### config.mk
export PLATFORM = sky130hd
export DESIGN_NAME = cnn_pixel_streamer
export DESIGN_NICKNAME = d
export VERILOG_FILES = /design/src/rtl/cnn_pixel_streamer.sv
export SDC_FILE = /design/constraint.sdc
export NUM_CORES = 1
export LEC_CHECK = 0
export BUFFER_PORTS_ARGS = -buffer_cell sky130_fd_sc_hd__buf_2
export CORE_MARGIN = 1.5
export CORE_UTILIZATION = 44
export CTS_CLUSTER_SIZE = 14
export DETAILED_ROUTE_END_ITERATION = 7
export PLACE_DENSITY = 0.7
export SLEW_MARGIN = 20
export SYNTH_ARGS = -nofsm -noshare
export SYNTH_HDL_FRONTEND = slang
export SYNTH_SLANG_ARGS = --single-unit
### constraint.sdc
create_clock -name clk -period 1.76 [get_ports clk]
set_clock_uncertainty 0.1 [all_clocks]
set_input_delay 0.352 -clock clk [delete_from_list [all_inputs] [get_ports clk]]
set_output_delay 0.352 -clock clk [all_outputs]
set_load 0.02 [all_outputs]
### src/rtl/cnn_pixel_streamer.sv
// Streams an IX x IY image from a 1-cycle-latency frame memory onto the
// valid/pixel bus of the conv core, with row/column sidebands and frame markers.
module cnn_pixel_streamer #(
   parameter  int I_F_BW    = 8,
   parameter  int IX        = 28,
   parameter  int IY        = 28,
   parameter  int ADDR_BW   = 10,
   parameter  int BASE_ADDR = 0,
   localparam int ROW_W     = (IY > 1) ? $clog2(IY) : 1,
   localparam int COL_W     = (IX > 1) ? $clog2(IX) : 1
) (
   input  logic               clk,
   input  logic               reset_n,
   input  logic               i_start,
   input  logic               i_hold,
   output logic               o_mem_en,
   output logic [ADDR_BW-1:0] o_mem_addr,
   input  logic [I_F_BW-1:0]  i_mem_rdata,
   output logic               o_valid,
   output logic [I_F_BW-1:0]  o_pixel,
   output logic [ROW_W-1:0]   o_row,
   output logic [COL_W-1:0]   o_col,
   output logic               o_sof,
   output logic               o_eol,
   output logic               o_eof,
   output logic               o_busy,
   output logic               o_done
);

   typedef enum logic [1:0] {S_IDLE, S_STREAM, S_DRAIN, S_DONE} state_t;

   localparam logic [ADDR_BW-1:0] BASE_A   = ADDR_BW'(BASE_ADDR);
   localparam logic [ADDR_BW-1:0] LAST_A   = ADDR_BW'(BASE_ADDR + IX * IY - 1);
   localparam logic [ROW_W-1:0]   ROW_LAST = ROW_W'(IY - 1);
   localparam logic [COL_W-1:0]   COL_LAST = COL_W'(IX - 1);

   state_t              state_q, state_d;
   logic [ADDR_BW-1:0]  addr_q, addr_d;
   logic                rd_pend_p1_q, rd_pend_p1_d;
   logic                vld_p2_q, vld_p2_d;
   logic [I_F_BW-1:0]   pixel_q, pixel_d;
   logic [ROW_W-1:0]    row_q, row_d, nrow_q, nrow_d;
   logic [COL_W-1:0]    col_q, col_d, ncol_q, ncol_d;
   logic                sof_q, sof_d, eol_q, eol_d, eof_q, eof_d;
   logic                mem_en;

   assign mem_en = (state_q == S_STREAM) && !i_hold;

   always_comb begin
      state_d      = state_q;
      addr_d       = addr_q;
      rd_pend_p1_d = mem_en;
      vld_p2_d     = rd_pend_p1_q;
      pixel_d      = pixel_q;
      row_d        = row_q;
      col_d        = col_q;
      nrow_d       = nrow_q;
      ncol_d       = ncol_q;
      sof_d        = 1'b0;
      eol_d        = 1'b0;
      eof_d        = 1'b0;

      case (state_q)
         S_IDLE: begin
            if (i_start) begin
               state_d = S_STREAM;
               addr_d  = BASE_A;
            end
         end
         S_STREAM: begin
            if (mem_en) begin
               addr_d = addr_q + 1'b1;
               if (addr_q == LAST_A) begin
                  state_d = S_DRAIN;
                  addr_d  = BASE_A;
               end
            end
         end
         S_DRAIN: begin
            if (eof_q) state_d = S_DONE;
         end
         default: state_d = S_IDLE;
      endcase

      // nrow/ncol name the position of the pixel arriving from memory next
      if (rd_pend_p1_q) begin
         pixel_d = i_mem_rdata;
         row_d   = nrow_q;
         col_d   = ncol_q;
         sof_d   = (nrow_q == '0) && (ncol_q == '0);
         eol_d   = (ncol_q == COL_LAST);
         eof_d   = (ncol_q == COL_LAST) && (nrow_q == ROW_LAST);
         if (ncol_q == COL_LAST) begin
            ncol_d = '0;
            nrow_d = (nrow_q == ROW_LAST) ? '0 : nrow_q + 1'b1;
         end else begin
            ncol_d = ncol_q + 1'b1;
         end
      end else if (eof_q) begin
         row_d = '0;
         col_d = '0;
      end
   end

   // p1: read issued last cycle; p2: registered pixel and sidebands
   always_ff @(posedge clk or negedge reset_n) begin
      if (!reset_n) begin
         state_q      <= S_IDLE;
         addr_q       <= BASE_A;
         rd_pend_p1_q <= 1'b0;
         vld_p2_q     <= 1'b0;
         pixel_q      <= '0;
         row_q        <= '0;
         col_q        <= '0;
         nrow_q       <= '0;
         ncol_q       <= '0;
         sof_q        <= 1'b0;
         eol_q        <= 1'b0;
         eof_q        <= 1'b0;
      end else begin
         state_q      <= state_d;
         addr_q       <= addr_d;
         rd_pend_p1_q <= rd_pend_p1_d;
         vld_p2_q     <= vld_p2_d;
         pixel_q      <= pixel_d;
         row_q        <= row_d;
         col_q        <= col_d;
         nrow_q       <= nrow_d;
         ncol_q       <= ncol_d;
         sof_q        <= sof_d;
         eol_q        <= eol_d;
         eof_q        <= eof_d;
      end
   end

   assign o_mem_en   = mem_en;
   assign o_mem_addr = addr_q;
   assign o_valid    = vld_p2_q;
   assign o_pixel    = pixel_q;
   assign o_row      = row_q;
   assign o_col      = col_q;
   assign o_sof      = sof_q;
   assign o_eol      = eol_q;
   assign o_eof      = eof_q;
   assign o_busy     = (state_q == S_STREAM) || (state_q == S_DRAIN);
   assign o_done     = (state_q == S_DONE);

endmodule

== After elaboration in Yosys (flattened, before gate mapping) ==
Index checks and enable logic that the tools add are counted.

* Register bits: 45
* Input port bits: 12

* $add $sub $neg: 3
* Eq/ne operators: 10
* Mux-type cells: 17
* Reductions and logical operators: 13

{| class="wikitable"
|+ Operators with widths
! kind !! number
|-
| 10-bit 2-to-1 mux || 3
|-
| 5-bit 2-to-1 mux || 5
|-
| 10-bit case mux with 2 select lines || 1
|-
| 10-bit by 1-bit adder with 10-bit output (second input constant) || 1
|-
| 5-bit by 1-bit adder with 5-bit output (second input constant) || 2
|-
| 10-bit equality test (second input constant) || 1
|-
| 5-bit equality test (second input constant) || 2
|-
| 5-bit zero test || 2
|-
| 2-bit 2-to-1 mux || 4
|-
| 2-bit inequality test (second input constant) || 3
|-
| 2-bit case mux with 3 select lines || 1
|-
| 2-bit equality test (second input constant) || 2
|-
| 4-bit AND reduction || 1
|-
| 2-bit nonzero test || 2
|-
| 1-bit logical AND || 3
|-
| 1-bit 2-to-1 mux || 3
|-
| 3-bit AND reduction || 1
|-
| 2-bit by 1-bit equality test with 1-bit output (second input constant) || 1
|-
| 2-bit zero test || 1
|-
| 2-bit by 1-bit inequality test with 1-bit output (second input constant) || 1
|-
| 2-bit AND reduction || 1
|-
| 1-bit zero test || 1
|-
| 1-bit logical OR || 1
|}

== Longest topological paths before layout ==
Gate-level depths: netlist (run 1).

* Depth after elaboration: 4
* Mapped depth: 7
* Depth with buffers taken out: 6

== Least setup slack after synthesis (run 1) ==
OpenSTA, ideal clock, no wires.

* Path kind: reg-to-reg
* Start point: register addr_q[0], in the netlist o_mem_addr[0]
* End point: register state_q[1]
* Setup time: 0.125 ns
* Data arrival time: 1.805 ns
* Required time: 1.535 ns
* Slack: -0.269 ns
* Cell stages (with the launch flop): 6
* Buffers on the path: 0
* Path through: dfrtp_1 > ha_1 > nand4bb_1 > o41a_1 > nor3_1 > mux2_2

* Longest elaborated chain between the ends: 3

{| class="wikitable"
|+ RTL lines
! item !! line !! source
|-
| start: declaration || 38 || <nowiki>logic [ADDR_BW-1:0] addr_q, addr_d;</nowiki>
|-
| start signal: assignment || 122 || <nowiki>addr_q <= addr_d;</nowiki>
|-
| 10-bit equality test || 73 || <nowiki>if (addr_q == LAST_A) begin</nowiki>
|-
| 2-bit by 1-bit inequality test with 1-bit output (no line) || n/a ||
|-
| 4-bit AND reduction (no line) || n/a ||
|-
| end signal: assignment || 121 || <nowiki>state_q <= state_d;</nowiki>
|-
| end: declaration || 37 || <nowiki>state_t state_q, state_d;</nowiki>
|}

No other way between the ends.
A chain may end at the register's enable or synchronous reset.

== Worst setup path in the final report (run 1) ==
* Start point: register addr_q[7], in the netlist o_mem_addr[7]
* End point: register state_q[1]

Same word-level chain as after synthesis.

==> results.md, run 1 <==
* Die Y at between 70 and 80 µm
* Post-synth top area cell: sky130_fd_sc_hd__dfrtp_1
* HPWL reported at the end of detailed placement at between 3000 and 4000 µm
* N_diodes at 0
* Pre-CTS setup slack at -0.149 ns
* DIE WIDTH at 71.9 µm
* H-tree depth at 2
* # placed instances at 300
* Hold path depth at 2
* Top Family by Delay on Critical Path: compound AO/OA/AOI/OAI gates
* Netlist area before placement at roughly 2100 µm²
* Proportion of synthesized chip area in sequential cells at between 50% and 60%
* Final non-filler cell total at 315
* Maximum VDD drop at 0.000517 V
* Number of warnings printed during yosys synthesis at 0
* Overall overflow remaining after global route at 0
* Slew Limit Headroom at between 50 and 60%
* Total DRC errors in the routed layout at 5
* Number of max-capacitance violations reported at 0
* Total Nets Final at about 280
* Area added between synthesis and finish at 36.7%
* R2r worst-path depth at 4
* Wire length after detailed routing at approximately 4400 µm
* CP cell instances: or2_1 > o41a_1 > nor3_2 > mux2_4
* First-pass GRT wire length at 7310 µm
* Highest net fanout along the worst path at 4
* Critical Path Stages at 4
* Cell variety after synth at 38
* Area fraction of the dominant cell type after synthesis at between 50% and 60%
* Die area at just over 5000 µm²
* Post-Syn Area per Cell at ~12 µm²
* Number of rows in the core area at 24
* Via count of the first global-routing pass at around 1600
* Violated checks: design-rule violations, negative setup slack
* Peak Freq at 0.539 GHz
* Power per standard cell area at roughly 1100 nW/µm²
* TritonCTS Sinks at 45
* Total track usage at 18.0%
* Result of the run: finished with violations
* Final routed wire length divided by cell count at ~14 µm
* Instance area at placement at approximately 2600 µm²
* I/O pin count at 47
* Peak per-stage delay on the critical path at between 0.4 and 0.5 ns
* Type of the tightest min-delay check: primary input to register
* CTS Root Buffer Type: sky130_fd_sc_hd__clkbuf_8
* Crit Path Category: register to register
* Vias/cell at between 5 and 6
* Leakage Power at around 1.4 nW
* Post-synthesis net count at between 200 and 250
* Initial core utilization at 47.0%
* Latest clock arrival within the worst-skew pair at about 0.3 ns
* Cell types with the largest area share after synthesis: sky130_fd_sc_hd__dfrtp_1, sky130_fd_sc_hd__ha_1, sky130_fd_sc_hd__mux2_2, sky130_fd_sc_hd__a22o_1, sky130_fd_sc_hd__xor2_1
* Number of vias after detailed routing at about 1700
* Post-route design area at roughly 2900 µm²
* Library cell contributing the largest single delay on the critical path: sky130_fd_sc_hd__o41a_1
* Standard cell core area at between 4000 and 5000 µm²
* Router iterations before antenna repair at 6
* CTS Buffer Depth at 2
* Cells after synthesis at between 150 and 200
* Kind of start point of the critical path: register
* Final critical delay including setup and external delays at roughly 1.9 ns
* Max-slew violation total from the final report at 0
* Kind of end point of the critical path: register
* Largest net degree at the start of global routing at 46
* # port buffers at 46
* Initial DRC count at between 100 and 150
* Placer congestion estimate at roughly 0.81
* Critical path data required time at 1.85 ns
* RSZ-0062 raised after global routing: true
* Clock tree from TritonCTS: built
* Setup slack of the critical path after layout at -0.0958 ns
* Tightest Pin Transition at between 0.6 and 0.7 ns
* Final hold violation count at 0
* Post-route ant nets at 0
* Ratio of cells with drive above 1 in the final layout at 45.2%
* Worst-path clk slew at around 0.08 ns
* Inserted Clock Buffers at 5
* Commonest register cell after synthesis: sky130_fd_sc_hd__dfrtp_1
* Fin crit share at 105%
* Data arrival time of the critical path at 1.94 ns
* Initial antenna violation count at 0
* Flip-flop and latch count after synthesis at between 40 and 50
* Total of endpoints with negative setup slack in the final report at 3
* Number of synthesized flops with an enable pin at 0
* Share of synthesized registers carrying an async set or reset at 100%
* Crit path buf inv count at 0
-- worst register-to-register path: stages, from the launching register on --
cell and delay (ns):
sky130_fd_sc_hd__dfrtp_1 0.38, sky130_fd_sc_hd__or2_1 0.26, sky130_fd_sc_hd__o41a_1 0.48, sky130_fd_sc_hd__nor3_2 0.21
sky130_fd_sc_hd__mux2_4 0.32
-- final timing paths --
check                                from       endpoint  slack (ns)
setup reg to reg            o_mem_addr[7]     state_q[1]        -0.1
setup / recovery            o_mem_addr[7]     state_q[1]        -0.1
hold / removal             i_mem_rdata[1]     o_pixel[1]        0.18
hold reg to reg                  o_col[3]       o_col[3]        0.39
min in group asynchronous         reset_n          o_sof        0.46
max in group asynchronous         reset_n  o_mem_addr[4]        0.87
-- report_power, final --
part | internal [mW] | switching (mW) | leakage, nW
registers | 1.24 | 0.122 | 0.569
clock network | 0.461 | 0.344 | 0.0574
logic | 0.469 | 0.569 | 0.787
total | 2.17 | 1.03 | 1.41
-- synth_stat cells (all sizes together), types with 3 or more instances --
cell    count
mux2       12
nand2      15
nand4b      3
a22o       11
dfrtp      45
nor3        3
nand2b      3
nand4       5
nor2       11
xor2        7
inv         7
clkbuf      3
o21ai       9
nor2b       5
nand3       6
ha         10
-- cell families (layout without fill, tap and decap cells) --
family | count (synthesis) | in the layout | share of synthesized area, %
mux | 12 | 12 | 6.65
xor+xnor | 8 | 8 | 3.36
simple gates | 62 | 62 | 16.7
compound gates | 29 | 29 | 10.3
buf+inv | 13 | 97 | 3.12
fa+ha+maj | 10 | 10 | 6.00
flops | 45 | 45 | 54.0
-- metrics by stage --
stage | TNS (ns) | util [%] | hold slack (ns) | power [mW]
final | -0.125 | 64.2 | 0.183 | 3.20
after global routing | -0.501 | 64.2 | 0.176 | 3.40
after detailed placement | -0.238 | 58.4 | 0.249 | 2.41
after global placement | -0.139 | 58.4 | 0.249 | 2.39
after CTS | -0.0979 | 62.5 | 0.167 | 3.23
after floorplan | -0.280 | - | -0.0436 | 1.96
-- cells in the final DEF, fill, tap and decap left out, types with 7 or more instances in the layout --
| cell type | count |
|---|---|
| sky130_fd_sc_hd__o21ai_0 | 8 |
| sky130_fd_sc_hd__nor2_1 | 11 |
| sky130_fd_sc_hd__dfrtp_1 | 42 |
| sky130_fd_sc_hd__buf_4 | 32 |
| sky130_fd_sc_hd__nand2_1 | 14 |
| sky130_fd_sc_hd__a22o_1 | 11 |
| sky130_fd_sc_hd__buf_2 | 45 |
| sky130_fd_sc_hd__mux2_2 | 9 |
| sky130_fd_sc_hd__xor2_1 | 7 |
-- flip-flops by register name (all words and copies together) (netlist names) --
| signal | flops |
|---|---|
| o_pixel | 8 |
| ncol_q | 5 |
| o_row | 5 |
| o_col | 5 |
| o_valid | 1 |
| state_q | 2 |
| o_mem_addr | 10 |
| nrow_q | 5 |
| o_eol | 1 |
| o_sof | 1 |
| o_eof | 1 |
| rd_pend_p1_q | 1 |
-- metal layers --
metal	up-vias	GRT usage, %	routed length [µm]
li1	803	-	-
met1	809	24.1	2010
met2	38	29.7	2200
met3	4	3.38	150
met4	0	5.66	27
met5	-	0	0
-- layout make-up --
| class | instances | area [µm²] |
|---|---|---|
| Sequential cell | 45 | 1130 |
| Tap cell | 52 | 65.1 |
| Clock buffer | 6 | 82.6 |
| Fill cell | 346 | 1590 |
| Multi-Input combinational cell | 121 | 985 |
| Timing Repair Buffer | 81 | 518 |
| Inverter | 8 | 35.0 |
| Clock inverter | 2 | 37.5 |
-- what timing repair did --
item,4_1_cts,5_1_grt
hold buffers,1,0
setup endpoints to repair,4,9
pin swaps,3,6
endpoints found under the hold margin,45,0
setup buffers,1,5
resized for setup,11,11
Power figures use the tool's default switching activity.
==> inputs of run 2 (changes only) <==
Settings changed: GPL_TIMING_DRIVEN from default to 0.
==> results.md, run 2 (synthesis gave the netlist of run 1 again) <==
* Latest clock arrival within the worst-skew pair at 0.29 ns (about the same)
* Kind of start point of the critical path: register
* Initial DRC count at 151 (+25%)
* Area added between synthesis and finish at 31.5%
* # port buffers at 46 (unchanged)
* Number of rows in the core area at 24 (unchanged)
* Vias/cell at 5.25 (about the same)
* Placer congestion estimate at 0.847 (+4.5%)
* Final critical delay including setup and external delays at 1.85 ns (-0.00139 ns)
* Result of the run: finished with violations
* CTS Buffer Depth at 2 (unchanged)
* Reg-to-reg setup timing slack at -0.09 ns (about the same)
* Die area at 5170 µm² (unchanged)
* Post-route ant nets at 0 (unchanged)
* DIE WIDTH at 71.9 µm (unchanged)
* Setup slack of the critical path after layout at -0.0944 ns (+0.00139 ns)
* Initial antenna violation count at 0 (unchanged)
* Final hold slack at 0.185 ns (+0.00251 ns)
* Router iterations before antenna repair at 6 (unchanged)
* Wire length after detailed routing at 4450 µm (+1.6%)
* Clock tree from TritonCTS: built
* Power per standard cell area at 1090 nW/µm² (-3.3%)
* Leakage Power at 1.34 nW (-5.2%)
* Total of endpoints with negative setup slack in the final report at 10 (+7)
* Largest net degree at the start of global routing at 46 (unchanged)
* Slew Limit Headroom at 55.5% (-2.2 points)
* Total DRC errors in the routed layout at 0 (-5)
* I/O pin count at 47 (unchanged)
* Final hold violation count at 0 (unchanged)
* Hold path depth at 2 (unchanged)
* Final routed wire length divided by cell count at 14.5 µm (+4.5%)
* Filler Cell Count at 347 (+0.29%)
* Instance area at placement at 2400 µm² (-7.4%)
* Worst-path clk slew at 0.08 ns (about the same)
* Fin crit share at 105% (about the same)
* Ratio of cells with drive above 1 in the final layout at 42.1% (-3.1 points)
* Peak Freq at 0.539 GHz (about the same)
* CTS Root Buffer Type: sky130_fd_sc_hd__clkbuf_8
* Data arrival time of the critical path at 1.93 ns (about the same)
* Standard cell core area at 4440 µm² (unchanged)
* Initial core utilization at 47.0% (unchanged)
* RSZ-0062 raised after global routing: true
* Maximum VDD drop at 0.000645 V (+25%)
* Critical path data required time at 1.84 ns (about the same)
* Crit Path Category: register to register
* Via count of the first global-routing pass at 1560 (-4.7%)
* Highest-count cells in the layout ignoring fill and taps: sky130_fd_sc_hd__buf_2, sky130_fd_sc_hd__dfrtp_1, sky130_fd_sc_hd__buf_4, sky130_fd_sc_hd__nand2_1, sky130_fd_sc_hd__a22o_1
* First-pass GRT wire length at 7400 µm (+1.2%)
* Highest net fanout along the worst path at 4 (unchanged)
* Max-slew violation total from the final report at 0 (unchanged)
* Die Y at 71.9 µm (unchanged)
* N_diodes at 0 (unchanged)
* R2r worst-path depth at 4 (unchanged)
* HPWL reported at the end of detailed placement at 2910 µm (-6.3%)
* Type of the tightest min-delay check: primary input to register
* Number of vias after detailed routing at 1607 (-2.8%)
* Tightest Pin Transition at 0.665 ns (+0.0336 ns)
* Inserted Clock Buffers at 5 (unchanged)
* Flip-flop count of the largest register after layout at 10 (unchanged)
* TritonCTS Sinks at 45 (unchanged)
* Number of max-capacitance violations reported at 0 (unchanged)
* Kind of end point of the critical path: register
* Pre-CTS setup slack at -0.245 ns (-0.0963 ns)
* H-tree depth at 2 (unchanged)
* Violated checks: negative setup slack
* Total track usage at 18.5% (+0.46 points)
* Overall overflow remaining after global route at 0 (unchanged)
* Most common cell after layout, fill and taps aside: sky130_fd_sc_hd__buf_2
* Total Nets Final at 275 (-3.2%)
* Post-route design area at 2740 µm² (-3.8%)
==> run 2: cell count changes in the layout (fill, tap and decap cells not counted), moves of 2 or more <==
cell,delta
sky130_fd_sc_hd__clkbuf_1,+5
sky130_fd_sc_hd__buf_2,-2
sky130_fd_sc_hd__buf_6,+2
sky130_fd_sc_hd__buf_4,-10
==> run 2: worst paths after layout <==
| kind | startpoint | endpoint |
|---|---|---|
| worst max-delay path | o_mem_addr[7] | state_q[1] |
| worst min-delay path | i_hold | rd_pend_p1_q |
| worst max register to register | o_mem_addr[7] | state_q[1] |
| worst min register to register | rd_pend_p1_q | o_valid |
| max in group asynchronous | reset_n | o_mem_addr[1] |
| min in group asynchronous | reset_n | o_pixel[0] |
==> run 2: metal layers <==
metal | share of wire (%) | routed length (µm) | GRT usage, %
met1 | 45 | 1990 | 24.0
met2 | 50 | 2210 | 30.8
met3 | 4.5 | 200 | 4.64
met4 | 1.0 | 45 | 5.03
met5 | 0 | 0 | 0
==> run 2: timing repair <==
action | 4_1_cts | 5_1_grt
endpoints found under the hold margin | 0 | 20
setup buffers | 18 | 2
gates cloned | 0 | 0
endpoints found under the setup margin | 13 | 15
hold buffers | 0 | 1
resized for setup | 18 | 11
pin swaps | 10 | 5
==> run 2: per-stage QoR <==
step | util, % | power (mW) | setup TNS (ns) | cells
floorplan | - | 1.96 | -0.280 | 179
global placement | 54.1 | 2.22 | -0.948 | 277
detailed placement | 54.1 | 2.24 | -1.18 | 277
CTS | 60.4 | 2.98 | -0.584 | 303
global route | 61.7 | 3.19 | -1.77 | 306
finish | 61.7 | 2.98 | -0.731 | 306
==> run 2: critical path, stage by stage (launching register included) <==
cell                      delay (ns)
sky130_fd_sc_hd__dfrtp_1        0.39
sky130_fd_sc_hd__or2_1          0.26
sky130_fd_sc_hd__o41a_1         0.50
sky130_fd_sc_hd__nor3_2         0.17
sky130_fd_sc_hd__mux2_4         0.32
==> run 2: report_power, final <==
part           total [mW]  internal [mW]  switching, mW
Combinational       0.952          0.439          0.513
Clock               0.604          0.282          0.322
Sequential           1.43           1.24          0.184
==> run 2: cell type report <==
class / instances / area, µm² / area share, %
sequential: 45 / 1130 / 41.2
buffer: 5 / 33.8 / 1.23
inverter: 8 / 42.5 / 1.55
clock buffer: 8 / 80.1 / 2.92
timing repair buffer: 67 / 409 / 14.9
multi-input combinational: 121 / 982 / 35.8
tap: 52 / 65.1 / 2.37
==> inputs of run 3 (changes only) <==
Settings changed: CORE_UTILIZATION 44 to 25, PLACE_DENSITY 0.7 to default.
==> results.md, run 3 (synthesis gave the netlist of run 1 again) <==
* Largest net degree at the start of global routing at 46 (unchanged)
* HPWL reported at the end of detailed placement at 3070 µm (+5.6%)
* Inserted Clock Buffers at 5 (unchanged)
* Vias/cell at 4.52 (-14%)
* Filler Cell Count at 795 (+130%)
* Initial antenna violation count at 0 (unchanged)
* Number of vias after detailed routing at 1650 (+2.7%)
* Total track usage at 11.7% (-6.8 points)
* Maximum VDD drop at 0.000529 V (-18%)
* Combined area of the multi-input logic cells at 985 µm² (+0.25%)
* Result of the run: finished with violations
* Final hold violation count at 0 (unchanged)
* Final routed wire length divided by cell count at 13.9 µm (-4.3%)
* Final critical delay including setup and external delays at 1.88 ns (+0.0302 ns)
* Type of the tightest min-delay check: primary input to register
* RSZ-0062 raised after global routing: true
* Slew Limit Headroom at 54.3% (-1.2 points)
* Setup slack of the critical path after layout at -0.125 ns (-0.0302 ns)
* Latest clock arrival within the worst-skew pair at 0.31 ns (+0.02 ns)
* Setup TNS after final layout at -0.587 ns (+0.144 ns)
* Clock tree from TritonCTS: built
* Critical path data required time at 1.85 ns (about the same)
* Total Nets Final at 281 (+2.2%)
* # port buffers at 46 (unchanged)
* Initial DRC count at 21 (-86%)
* Flip-flop count of the largest register after layout at 10 (unchanged)
* Crit Path Category: register to register
* Power per standard cell area at 1120 nW/µm² (+2.7%)
* Worst R2R Start: o_mem_addr[6]
* Wire length after detailed routing at 5080 µm (+14%)
* Peak Freq at 0.531 GHz (-1.6%)
* Max-slew violation total from the final report at 0 (unchanged)
* Leakage Power at 1.38 nW (+3.2%)
* Routing layer with the top usage in global route: met2
* GR Util met2 at 20.1% (-11 points)
* Startpoint of the most critical hold path: i_hold
* Global Route met1 Usage at 14.4% (-9.6 points)
* Via count of the first global-routing pass at 1650 (+5.8%)
* Total DRC errors in the routed layout at 0 (unchanged)
* Initial core utilization at 25.7% (-21 points)
* Most common cell after layout, fill and taps aside: sky130_fd_sc_hd__buf_2
* Tightest Pin Transition at 0.683 ns (+0.0181 ns)
* CTS Buffer Depth at 2 (unchanged)
* # placed instances at 330 (+19%)
* Die area at 8900 µm² (+72%)
* Kind of end point of the critical path: register
* Fin crit share at 107% (+1.7 points)
* Post-route ant nets at 0 (unchanged)
* Sequential cell area at 1130 µm² (+0.22%)
* Overall overflow remaining after global route at 0 (unchanged)
* Final non-filler cell total at 365 (+19%)
* DIE WIDTH at 94.4 µm (+31%)
* Violated checks: negative setup slack
* Highest-count cells in the layout ignoring fill and taps: sky130_fd_sc_hd__buf_2, sky130_fd_sc_hd__dfrtp_1, sky130_fd_sc_hd__buf_4, sky130_fd_sc_hd__nand2_1, sky130_fd_sc_hd__a22o_1
* H-tree depth at 2 (unchanged)
* Area added between synthesis and finish at 38.6%
* N_diodes at 0 (unchanged)
* I/O pin count at 47 (unchanged)
* Router iterations before antenna repair at 4 (-2)
* First-pass GRT wire length at 7980 µm (+7.9%)
* Worst-path clk slew at 0.09 ns (about the same)
* Die Y at 94.4 µm (+31%)
* Placer congestion estimate at 0.782 (-7.6%)
* Highest net fanout along the worst path at 3 (-1)
* Data arrival time of the critical path at 1.97 ns (+0.04 ns)
* TritonCTS Sinks at 45 (unchanged)
* Routing usage on met3 at 2.58% (-2.1 points)
* Total of endpoints with negative setup slack in the final report at 12 (+2)
* Worst setup startpoint: o_mem_addr[6]
* Number of rows in the core area at 33 (+38%)
* Number of max-capacitance violations reported at 0 (unchanged)
* CTS Root Buffer Type: sky130_fd_sc_hd__clkbuf_8
* Ratio of cells with drive above 1 in the final layout at 46.5% (+4.4 points)
* Kind of start point of the critical path: register
* Standard cell core area at 8130 µm² (+83%)
==> run 3: cell types whose count changed in the layout (fill, tap and decap cells not counted), sizes merged <==
| cell | before | now |
|---|---|---|
| buf | 69 | 75 |
| bufinv | 0 | 1 |
| clkbuf | 10 | 8 |
| clkinv | 1 | 2 |
==> run 3: critical path, cell delays in order, from the launching register on <==
cell,delay [ns]
sky130_fd_sc_hd__dfrtp_1,0.41
sky130_fd_sc_hd__or2_1,0.24
sky130_fd_sc_hd__o41a_1,0.47
sky130_fd_sc_hd__buf_4,0.16
sky130_fd_sc_hd__o21a_1,0.17
sky130_fd_sc_hd__a211o_1,0.22
==> run 3: timing repair <==
| item | CTS | global route |
|---|---|---|
| setup endpoints to repair | 13 | 16 |
| hold buffers | 0 | 1 |
| buffers inserted | 23 | 3 |
| cloned | 0 | 0 |
| gates resized for setup | 13 | 23 |
| pin swaps | 10 | 6 |
| hold endpoints to repair | 0 | 41 |
==> run 3: power breakdown <==
part | internal (mW) | switching [mW]
Clock | 0.427 | 0.384
Combinational | 0.451 | 0.531
Sequential | 1.25 | 0.189
Total | 2.12 | 1.10
==> run 3: final cells by class <==
type	instances	area share [%]
repair buffers	73	15.7
well taps	105	4.54
plain buffers	5	1.21
clock buffers	6	2.51
clock inverters	2	1.34
multi-input cells	121	34.0
flip-flops and latches	45	39.2
inverters	8	1.47
==> run 3: per-stage QoR <==
| step | setup slack [ns] | power, mW | hold WS [ns] | area, µm² | util [%] |
|---|---|---|---|---|---|
| 6_report | -0.125 | 3.23 | 0.165 | 2890 | 35.6 |
| 2_1_floorplan | -0.161 | 1.96 | -0.0436 | 2110 | - |
| 5_1_grt | -0.168 | 3.42 | 0.161 | 2890 | 35.6 |
| 3_3_place_gp | -0.217 | 2.23 | 0.317 | 2470 | 30.3 |
| 4_1_cts | -0.0973 | 3.21 | 0.154 | 2800 | 34.4 |
| 3_5_place_dp | -0.245 | 2.26 | 0.318 | 2470 | 30.3 |
==> run 3: final timing paths <==
kind / endpoint / slack (ns) / depth (start not counted)
worst min register to register: o_valid / 0.40 / 1
worst max register to register: state_q[0] / -0.12 / 5
max in group asynchronous: o_mem_addr[0] / 0.65 / 2
worst max-delay path: state_q[0] / -0.12 / 5
worst min-delay path: rd_pend_p1_q / 0.17 / 2
min in group asynchronous: o_col[3] / 0.48 / 2
==> run 3: routing by layer <==
metal  part of all wire [%]  vias up
met1                     45      805
met5                      0        -
met4                   0.85        0
met2                     50       38
li1                       -      800
met3                    4.6        7
